===== src/rtl/fetch_unit.sv =====
// ============================================================================
// fetch_unit : single-outstanding instruction fetch FSM feeding the IF/ID reg.
// Optional macro FETCH_MISALIGN_TRAP_EN adds fetch_fault_o (misaligned trap).
// Revision   : 1.0
// ============================================================================
`default_nettype none

package fetch_unit_pkg;
    typedef struct packed {
        logic [31:0] pc;
        logic [31:0] instruction;
        logic [31:0] pc_plus4;
        logic        valid_if_id;
    } if_id_reg_t;
endpackage

module fetch_unit
    import fetch_unit_pkg::*;
#(
    parameter logic [31:0] RESET_PC  = 32'h0000_0000,
    parameter logic [31:0] NOP_INSTR = 32'h0000_0013
) (
    input  logic        clk,
    input  logic        reset,
    input  logic        stall_i,
    input  logic        redirect_i,
    input  logic [31:0] redirect_pc_i,
    output logic        imem_req_o,
    output logic [31:0] imem_addr_o,
    input  logic        imem_gnt_i,
    input  logic        imem_rvalid_i,
    input  logic [31:0] imem_rdata_i,
`ifdef FETCH_MISALIGN_TRAP_EN
    output logic        fetch_fault_o,
`endif
    output if_id_reg_t  out
);

    typedef enum logic [1:0] {
        IDLE  = 2'd0,
        REQ   = 2'd1,
        WAIT  = 2'd2,
        DRAIN = 2'd3
    } state_t;

    state_t      state_q;
    logic [31:0] fetch_pc_q;
    // Holds a response that arrived while out was full and stalled.
    logic        buf_valid_q;
    logic [31:0] buf_pc_q;
    logic [31:0] buf_instr_q;

    logic [31:0] pc_inc;
    logic [31:0] redir_pc;
    logic        consume;
    logic        has_room;
    logic        bad_redirect;
    logic        halted;

    assign pc_inc      = fetch_pc_q + 32'd4;
    assign consume     = out.valid_if_id & ~stall_i;
    assign has_room    = ~out.valid_if_id | consume;
    assign imem_req_o  = (state_q == REQ);
    assign imem_addr_o = fetch_pc_q;

`ifdef FETCH_MISALIGN_TRAP_EN
    logic fault_q;
    assign redir_pc      = redirect_pc_i;
    assign bad_redirect  = |redirect_pc_i[1:0];
    assign halted        = fault_q;
    assign fetch_fault_o = fault_q;
`else
    assign redir_pc      = redirect_pc_i & 32'hFFFF_FFFC;
    assign bad_redirect  = 1'b0;
    assign halted        = 1'b0;
`endif

    always_ff @(posedge clk) begin
        if (reset) begin
            state_q         <= IDLE;
            fetch_pc_q      <= RESET_PC;
            buf_valid_q     <= 1'b0;
            buf_pc_q        <= RESET_PC;
            buf_instr_q     <= NOP_INSTR;
            out.pc          <= RESET_PC;
            out.instruction <= NOP_INSTR;
            out.pc_plus4    <= RESET_PC + 32'd4;
            out.valid_if_id <= 1'b0;
`ifdef FETCH_MISALIGN_TRAP_EN
            fault_q         <= 1'b0;
`endif
        end else begin
            if (consume) begin
                out.valid_if_id <= 1'b0;
                out.instruction <= NOP_INSTR;
            end
            if (redirect_i) begin
                out.valid_if_id <= 1'b0;
                out.instruction <= NOP_INSTR;
                buf_valid_q     <= 1'b0;
                fetch_pc_q      <= redir_pc;
`ifdef FETCH_MISALIGN_TRAP_EN
                fault_q         <= bad_redirect;
`endif
                if (bad_redirect) begin
                    state_q <= IDLE;
                end else begin
                    // A grant or pending response still owes one discard.
                    case (state_q)
                        REQ:     state_q <= imem_gnt_i ? DRAIN : REQ;
                        WAIT:    state_q <= (buf_valid_q | imem_rvalid_i) ? REQ : DRAIN;
                        DRAIN:   state_q <= imem_rvalid_i ? REQ : DRAIN;
                        default: state_q <= REQ;
                    endcase
                end
            end else begin
                case (state_q)
                    IDLE: begin
                        if (!halted) state_q <= REQ;
                    end
                    REQ: begin
                        if (imem_gnt_i) state_q <= WAIT;
                    end
                    WAIT: begin
                        if (buf_valid_q) begin
                            if (consume) begin
                                out.pc          <= buf_pc_q;
                                out.instruction <= buf_instr_q;
                                out.pc_plus4    <= buf_pc_q + 32'd4;
                                out.valid_if_id <= 1'b1;
                                buf_valid_q     <= 1'b0;
                                state_q         <= REQ;
                            end
                        end else if (imem_rvalid_i) begin
                            fetch_pc_q <= pc_inc;
                            if (has_room) begin
                                out.pc          <= fetch_pc_q;
                                out.instruction <= imem_rdata_i;
                                out.pc_plus4    <= pc_inc;
                                out.valid_if_id <= 1'b1;
                                state_q         <= REQ;
                            end else begin
                                buf_valid_q <= 1'b1;
                                buf_pc_q    <= fetch_pc_q;
                                buf_instr_q <= imem_rdata_i;
                            end
                        end
                    end
                    DRAIN: begin
                        if (imem_rvalid_i) state_q <= REQ;
                    end
                    default: state_q <= IDLE;
                endcase
            end
        end
    end

endmodule

`default_nettype wire


===== config.mk =====
export PLATFORM = sky130hd
export DESIGN_NAME = fetch_unit
export DESIGN_NICKNAME = d
export VERILOG_FILES = /design/src/rtl/fetch_unit.sv
export SDC_FILE = /design/constraint.sdc
export NUM_CORES = 1
export LEC_CHECK = 0
export ABC_AREA = 1
export CORE_MARGIN = 1
export CORE_UTILIZATION = 55
export DETAILED_ROUTE_END_ITERATION = 10
export PLACE_DENSITY = 0.83
export SYNTH_ARGS = -nofsm -noshare
export SYNTH_HDL_FRONTEND = slang
export SYNTH_SLANG_ARGS = --single-unit
export TNS_END_PERCENT = 30

===== constraint.sdc =====
create_clock -name clk -period 5.3 [get_ports clk]
set_clock_uncertainty 0.15 [all_clocks]
set_input_delay 1.325 -clock clk [delete_from_list [all_inputs] [get_ports clk]]
set_output_delay 1.325 -clock clk [all_outputs]
set_load 0.05 [all_outputs]

Word-level counts from Yosys, hierarchy flattened
Cells that the tools add are included.
{"block": "word_totals", "ff_bits": 196, "inputBits": 70, "output_inout_bits": 130, "word_cells": 68}
{"block": "op_classes", "add_sub_neg": 2, "n_eq_ne": 10, "n_mux": 27, "bitwise": 8, "n_reduce_logical": 11}
{"op": "two-way mux 97 bit", "count": 4}
{"op": "two-way mux 32 bit", "count": 5}
{"op": "two-way mux 65 bit", "count": 1}
{"op": "adder 32 x 3 -> 32 bit, second input constant", "count": 2}
{"op": "two-way mux 2 bit", "count": 10}
{"op": "AND reduction 5 bit", "count": 3}
{"op": "inequality test 4 bit, second input constant", "count": 3}
{"op": "one-hot mux 2 bit (4 select lines)", "count": 1}
{"op": "nonzero test 2 bit", "count": 4}
{"op": "one-hot mux 2 bit (3 select lines)", "count": 1}
{"op": "AND reduction 3 bit", "count": 2}
{"op": "two-way mux 1 bit", "count": 5}
{"op": "inverter 1 bit", "count": 5}
{"op": "equality test 2 bit, second input constant", "count": 2}
{"op": "inequality test 3 x 2 -> 1 bit, second input constant", "count": 1}
{"op": "inequality test 3 bit, second input constant", "count": 1}
{"op": "equality test 2 x 1 -> 1 bit, second input constant", "count": 1}
{"op": "zero test 2 bit", "count": 1}
{"op": "inequality test 2 x 1 -> 1 bit, second input constant", "count": 1}
{"op": "inequality test 2 bit, second input constant", "count": 1}
{"op": "bitwise OR 1 bit", "count": 2}
{"op": "OR reduction 2 bit", "count": 1}
{"op": "bitwise AND 1 bit", "count": 1}

Depth between registers and ports, before layout
Gate-level depths: netlist of run 1.
{"block": "depth", "ltp_word": 8, "ltp_mapped": 12, "ltp_nobuf": 12}

Worst setup path after synthesis of run 1
OpenSTA, ideal clock, no wires.
{"block": "synth_path", "path_type": "input port to flip-flop", "from": "input port redirect_i", "to": "register out[10] in the netlist's numbering", "setup_ps": 117, "t_arrival_ps": 2354, "required_time_ps": 5033, "path_slack_ps": 2679, "cell_stages": 8, "n_path_buf": 3, "path_cell_list": "clkbuf_1 -> inv_1 -> nand3_4 -> inv_2 -> buf_6 -> buf_4 -> o211ai_1 -> inv_1"}
{"block": "synth_between", "elab_chain_len": 2}
{"item": "start, declared", "line": "26", "source": "input logic redirect_i,"}
{"item": "inverter 1 bit (no line)"}
{"item": "AND reduction 5 bit (no line)"}
{"item": "end, declared", "line": "36", "source": "output if_id_reg_t out"}
Every way passes these cells.
A chain may end at the register's enable or synchronous reset.

Final worst setup path of run 1
{"block": "layout_path", "from": "input port redirect_i", "to": "register buf_pc_q[14]"}
{"block": "layout_between", "elab_chain_len": 2}
{"item": "inverter 1 bit (no line)"}
{"item": "AND reduction 5 bit (no line)"}
{"item": "end signal, assigned", "line": "144", "source": "buf_pc_q <= fetch_pc_q;"}
{"item": "end, declared", "line": "50", "source": "logic [31:0] buf_pc_q;"}
Every way passes these cells.

==> results of run 1 <==
power breakdown:
group / internal, uW / switching (uW)
combinational: 140 / 254
clock: 748 / 596
sequential: 1440 / 36.4
total: 2330 / 886
placed cells by master, fill, tap and decap left out, types with 9 or more instances in the layout:
cell / n
sky130_fd_sc_hd__nand2_1: 371
sky130_fd_sc_hd__nor2_1: 224
sky130_fd_sc_hd__clkdlybuf4s50_1: 190
sky130_fd_sc_hd__dfxtp_1: 188
sky130_fd_sc_hd__o21ai_0: 144
sky130_fd_sc_hd__inv_1: 121
sky130_fd_sc_hd__a21oi_1: 99
sky130_fd_sc_hd__nand3_1: 86
sky130_fd_sc_hd__a31oi_1: 28
sky130_fd_sc_hd__o22ai_1: 22
sky130_fd_sc_hd__clkbuf_16: 17
sky130_fd_sc_hd__xor2_1: 12
sky130_fd_sc_hd__buf_4: 11
sky130_fd_sc_hd__a22o_1: 9
sequential cells by signal (all words and copies together), names as in the netlist:
register     flops
buf_instr_q     32
buf_pc_q        30
buf_valid_q      1
imem_addr_o     30
out             93
state_q          2
metal layers:
layer | vias to the layer above | global-route usage | wire (um) | share of wire
li1 | 4956 | - | - | -
met1 | 4624 | 0.442 | 12500 | 0.41
met2 | 527 | 0.557 | 14100 | 0.46
met3 | 71 | 0.0724 | 2910 | 0.094
met4 | 0 | 0.181 | 1270 | 0.041
met5 | - | 0 | 0 | 0
layout make-up:
type	count	area, um2
multi-input cells	1048	4770
well taps	220	275
inverters	130	488
fillers	1415	4640
flip-flops and latches	188	3760
clock inverters	12	150
clock buffers	20	467
repair buffers	204	2030
synth_stat cells:
cell                          n  area share
sky130_fd_sc_hd__conb_1       1     0.00040
sky130_fd_sc_hd__buf_1        2     0.00080
sky130_fd_sc_hd__nor2_1     224       0.090
sky130_fd_sc_hd__nor3_1       3      0.0016
sky130_fd_sc_hd__dfxtp_1    188        0.40
sky130_fd_sc_hd__nand2_2      1     0.00067
sky130_fd_sc_hd__o22ai_1     22       0.015
sky130_fd_sc_hd__nand2_1    371        0.15
sky130_fd_sc_hd__buf_6        3      0.0036
sky130_fd_sc_hd__a31oi_1     28       0.019
sky130_fd_sc_hd__o211ai_1     5      0.0040
sky130_fd_sc_hd__buf_2       17      0.0091
sky130_fd_sc_hd__xor2_1      12       0.011
sky130_fd_sc_hd__o221ai_1     1     0.00093
sky130_fd_sc_hd__nor2_2       6      0.0040
sky130_fd_sc_hd__o21ai_0    144       0.077
sky130_fd_sc_hd__or2_2        2      0.0013
sky130_fd_sc_hd__clkbuf_2     2      0.0011
sky130_fd_sc_hd__a22o_1       9      0.0084
sky130_fd_sc_hd__a21oi_1    101       0.054
sky130_fd_sc_hd__clkbuf_1    47       0.019
sky130_fd_sc_hd__a221oi_1     3      0.0028
sky130_fd_sc_hd__nor2_4       3      0.0036
sky130_fd_sc_hd__buf_4        9      0.0072
sky130_fd_sc_hd__nand3_4      1      0.0019
sky130_fd_sc_hd__and2_1       2      0.0013
sky130_fd_sc_hd__o21ai_1      5      0.0027
sky130_fd_sc_hd__nand3b_1     1     0.00080
sky130_fd_sc_hd__nand3_1     86       0.046
sky130_fd_sc_hd__inv_2        7      0.0028
sky130_fd_sc_hd__a2bb2oi_1    2      0.0019
sky130_fd_sc_hd__clkinv_1     1     0.00040
sky130_fd_sc_hd__xnor2_1      1     0.00093
sky130_fd_sc_hd__inv_1      122       0.049
sky130_fd_sc_hd__ha_1         2      0.0027
sky130_fd_sc_hd__nand4_1      5      0.0033
sky130_fd_sc_hd__a21oi_4      1      0.0017
sky130_fd_sc_hd__nand3_2      1      0.0011
metrics by stage:
stage | area (um2) | instances
2_1_floorplan | 9390 | 1446
3_3_place_gp | 11300 | 1790
5_1_grt | 11900 | 1822
6_report | 11900 | 1822
4_1_cts | 11900 | 1822
3_5_place_dp | 11300 | 1790
worst paths after layout:
check | from | cells after the start | endpoint
worst max-delay path | redirect_i | 6 | buf_pc_q[14]
worst min-delay path | buf_instr_q[17] | 2 | buf_instr_q[17]
worst max register to register | buf_valid_q | 7 | buf_pc_q[14]
worst min register to register | buf_instr_q[17] | 2 | buf_instr_q[17]
worst reg2reg max path: stages (launching register included):
cell,delay (ns)
sky130_fd_sc_hd__dfxtp_1,0.41
sky130_fd_sc_hd__inv_2,0.12
sky130_fd_sc_hd__nand3_1,0.18
sky130_fd_sc_hd__nor2_4,0.05
sky130_fd_sc_hd__nand2_2,0.63
sky130_fd_sc_hd__clkinv_1,0.73
sky130_fd_sc_hd__nor2_1,0.31
sky130_fd_sc_hd__nor2_1,0.08
cell families after synthesis:
kind of cell | after synthesis | share of synthesized area
buffers and inverters | 210 | 0.0927
AOI/OAI and AO/OA | 321 | 0.187
DFF | 188 | 0.402
and+or+nand+nor | 706 | 0.304
xor gates and xnor gates | 13 | 0.0121
other | 1 | 0.000400
adders and majority gates | 2 | 0.00267
==> impl_summary.log, run 1 <==
INFO  metric syn-cell-area = 9370 um2
INFO  metric h-tree-depth = 4
INFO  metric chipHeight = 133 um
INFO  metric start_util = 0.565
INFO  metric synth_area_per_cell = 6.50 um2
INFO  metric drc_errors = 0
INFO  metric unrepaired_setup_endpoints_after_global_routing = no
INFO  metric die_w = 133 um
INFO  metric critical_path.max_fanout = 49
INFO  metric power.density = 269 nW/um2
INFO  metric timing.final.setup_violations = 0
INFO  metric clkTransAtPathRegs = 0.07 ns
INFO  metric ir_drop = 0.000231 V
INFO  metric fmax = 273 MHz
INFO  metric globalRouteOverflowTotal = 0
INFO  metric floorplan.core_area = 16600 um2
INFO  metric numCtsBuffers = 17
INFO  metric track_usage = 0.348
INFO  metric most_used_cell_along_the_critical_path = sky130_fd_sc_hd__nor2_1
INFO  metric antenna_found_initial = 0
INFO  metric cts.path.max_buffers = 2
INFO  metric tritoncts = yes
INFO  metric power_leakage = 0.00439 uW
INFO  metric layout_setup_ws = 1.63 ns
INFO  metric cp_num_buf_inv = 2
INFO  metric final.min_clock_period = 3.67 ns
INFO  metric crit_path_start_kind = input port
INFO  metric design.die.area = 17600 um2
INFO  metric clkSinkCount = 188
INFO  metric viasPerCell = 5.59
INFO  metric buffer_type_at_the_clock_tree_root = sky130_fd_sc_hd__clkbuf_16
INFO  metric core.rowCount = 47
INFO  metric reg2reg_slack = 2.53 ns
INFO  metric finalWirelength = 30800 um
INFO  metric cp_top_family = buffers and inverters
INFO  metric io_buffers = 191
INFO  metric nets = 1661
INFO  metric ys_seq_area_frac = 0.402
INFO  metric min_period_over_period = 0.692
INFO  metric io_pins = 200
INFO  metric wl_per_cell = 16.9 um
INFO  metric detailedPlace.worstSlack = 1.24 ns
INFO  metric run_status = completed
INFO  metric detail_route.first_pass.iterations = 5
INFO  metric antenna_cells_inserted = 0
INFO  metric grt_pass1_vias = 9393
INFO  metric cts-hold-fix-buffers = 0
INFO  metric ys_ff_latch = 188
INFO  metric maximum_number_of_pins_on_one_net_before_global_route_repair = 61
INFO  metric timing.critical_path.slowest_stage_cell = sky130_fd_sc_hd__clkinv_1
INFO  metric synth.yosys.warnings = 0
INFO  metric final_util = 0.720
INFO  metric drive_above_1_share = 0.0443
INFO  metric setup_crit_end_kind = flop
INFO  metric slew_headroom = 0.278
INFO  metric cp_data_required_time = 5.47 ns
INFO  metric post-dp-hpwl = 21500 um
INFO  metric crit_path_kind = in -> reg
INFO  metric synth_cell_type_count = 38
INFO  metric crit_path_dat = 3.84 ns
INFO  metric critPathMaxStageDelay = 0.72 ns
INFO  metric hold_violations = 0
INFO  metric drv_cap = 0
INFO  metric insertion_delay = 0.44 ns
INFO  metric hp-class = reg -> reg
INFO  metric post_synth_inst_count = 1441
INFO  metric place_congestion = 0.969
INFO  metric fin_total_pwr = 3210 uW
INFO  metric hold-worst-slack = 0.300 ns
INFO  metric dr.first_iter.drc_count = 983
INFO  metric setup_total_negative_slack = 0 ns
INFO  metric worstPathCellList = clkdlybuf4s50_1, nor2_4, nand2_2, clkinv_1, nor2_1, nor2_1
INFO  metric final-max-slew-violation-count = 0
INFO  metric postCtsResizedCells = 0
INFO  metric area_growth = 27.4%
INFO  metric grt_pass1_wl = 48200 um
INFO  metric antenna_violating_nets_post_route = 0
INFO  metric worst_slew_pin_slew = 1.08 ns
INFO  metric vias = 10200
INFO  metric buffers_inserted_during_post_cts_setup_optimization = 0
(Power assumes the default switching activity.)
==> run 2, diff against run 1 <==
CORE_UTILIZATION = 52   (was 55)
PLACE_DENSITY = 0.79   (was 0.83)
clock period = 3.72 ns   (was 5.3 ns; I/O delays follow)
==> impl_summary.log, run 2 (same netlist as run 1, synthesis figures left out) <==
INFO  metric antenna_violating_nets_post_route = 0
INFO  metric antenna_found_initial = 0
INFO  metric cts.path.max_buffers = 2
INFO  metric most-common-layout-cells = sky130_fd_sc_hd__nand2_1 (371), sky130_fd_sc_hd__nor2_1 (224), sky130_fd_sc_hd__clkdlybuf4s50_1 (190)
INFO  metric drive_above_1_share = 0.0485
INFO  metric cp_data_required_time = 2.64 ns
INFO  metric power_leakage = 0.00442 uW
INFO  metric clkTransAtPathRegs = 0.07 ns
INFO  metric hold_violations = 0
INFO  metric finalWirelength = 30900 um
INFO  metric tritoncts = yes
INFO  metric start_util = 0.536
INFO  metric floorplan.core_area = 17500 um2
INFO  metric max_flop_register = out
INFO  metric grt_pass1_vias = 9164
INFO  metric io_pins = 200
INFO  metric nets = 1668
INFO  metric core.rowCount = 48
INFO  metric min_period_over_period = 0.821
INFO  metric crit_path_kind = reg -> out
INFO  metric fmax = 328 MHz
INFO  metric hold-worst-slack = 0.299 ns
INFO  metric worstPathCellList = inv_1, nor2_1, clkdlybuf4s50_1
INFO  metric cp_num_buf_inv = 2
INFO  metric critPathMaxStageDelay = 0.86 ns
INFO  metric buffers_inserted_during_post_cts_setup_optimization = 0
INFO  metric timing.final.setup_violations = 0
INFO  metric crit_path_dat = 1.97 ns
INFO  metric post-dp-hpwl = 21800 um
INFO  metric viasPerCell = 5.54
INFO  metric run_status = completed
INFO  metric buffer_type_at_the_clock_tree_root = sky130_fd_sc_hd__clkbuf_16
INFO  metric track_usage = 0.332
INFO  metric worst_slew_pin_slew = 0.919 ns
INFO  metric unrepaired_setup_endpoints_after_global_routing = no
INFO  metric maximum_number_of_pins_on_one_net_before_global_route_repair = 75
INFO  metric vias = 10200
INFO  metric die_w = 136 um
INFO  metric critical_path.max_fanout = 3
INFO  metric placedCellCount = 1802
INFO  metric detail_route.first_pass.iterations = 6
INFO  metric postCtsResizedCells = 0
INFO  metric setup_total_negative_slack = 0 ns
INFO  metric antenna_cells_inserted = 0
INFO  metric h-tree-depth = 4
INFO  metric hp-class = reg -> reg
INFO  metric place_congestion = 0.964
INFO  metric slew_headroom = 0.387
INFO  metric area_growth = 28.2%
INFO  metric layout.cells.most_common = sky130_fd_sc_hd__nand2_1
INFO  metric insertion_delay = 0.45 ns
INFO  metric setup_crit_end_kind = output pin
INFO  metric chipHeight = 136 um
INFO  metric cts-hold-fix-buffers = 0
INFO  metric largest_register_ff_count = 93
INFO  metric drc_errors = 0
INFO  metric ir_drop = 0.000335 V
INFO  metric clkSinkCount = 188
INFO  metric placed_cell_area = 11400 um2
INFO  metric numCtsBuffers = 17
INFO  metric crit_path_start_kind = flop
INFO  metric reg2reg_slack = 1.31 ns
INFO  metric timing.critical_path.slowest_stage_cell = sky130_fd_sc_hd__clkdlybuf4s50_1
INFO  metric globalRouteOverflowTotal = 0
INFO  metric dr.first_iter.drc_count = 990
INFO  metric power.density = 380 nW/um2
INFO  metric reg.largest.list = out: 93 flops, buf_instr_q: 32 flops
INFO  metric stdcell_area = 12000 um2
INFO  metric wl_per_cell = 16.8 um
INFO  metric drv_cap = 0
INFO  metric final-max-slew-violation-count = 0
INFO  metric design.die.area = 18600 um2
INFO  metric cp_top_family = buffers and inverters
INFO  metric final-instance-count-excl-fill = 1834
INFO  metric grt_pass1_wl = 47400 um
INFO  metric final.min_clock_period = 3.05 ns
INFO  metric io_buffers = 191
==> run 2: worst register-to-register path: stages, from the launching register on <==
cell                      delay (ns)
sky130_fd_sc_hd__dfxtp_1        0.59
sky130_fd_sc_hd__nand2_1        0.13
sky130_fd_sc_hd__nor2_1         0.26
sky130_fd_sc_hd__nand2_1        0.11
sky130_fd_sc_hd__nor2_1         0.49
sky130_fd_sc_hd__nand3_1        0.20
sky130_fd_sc_hd__nand3_1        0.13
sky130_fd_sc_hd__nand2_1        0.05
sky130_fd_sc_hd__nor2_1         0.16
sky130_fd_sc_hd__nor2_1         0.06
==> run 2: path summary, 6_finish.rpt <==
path,from,to,cells after the start
worst max register to register,imem_addr_o[14],out[32],9
worst min register to register,buf_instr_q[31],buf_instr_q[31],2
worst min-delay path,buf_instr_q[31],buf_instr_q[31],2
worst max-delay path,state_q[0],imem_req_o,3
==> run 2: power breakdown <==
part | internal, uW | switching [uW] | total, uW
Combinational | 203 | 364 | 567
Clock | 964 | 928 | 1890
Sequential | 2050 | 51.4 | 2100
==> run 2: area by class of cell <==
cell class / count / area [um2]
Tap cell: 225 / 282
Timing Repair Buffer: 211 / 2110
Multi-Input combinational cell: 1048 / 4770
Clock inverter: 15 / 179
Fill cell: 1570 / 5470
Inverter: 130 / 488
Sequential cell: 188 / 3760
Clock buffer: 17 / 425
==> run 2: routing by layer <==
| metal | global-route usage | vias to the layer above | wire length, um |
|---|---|---|---|
| met5 | 0 | - | 0 |
| met4 | 0.159 | 0 | 1300 |
| met3 | 0.0634 | 69 | 2640 |
| met2 | 0.533 | 452 | 14200 |
| met1 | 0.427 | 4655 | 12800 |
| li1 | - | 4984 | - |
==> run 2: metrics by stage <==
step | setup slack (ns) | total power [uW] | util
floorplan | 1.49 | 2480 | -
global placement | 0.526 | 2700 | 0.653
detailed placement | 0.470 | 2710 | 0.653
CTS | 0.682 | 4550 | 0.687
global route | 0.604 | 4670 | 0.687
finish | 0.668 | 4560 | 0.687
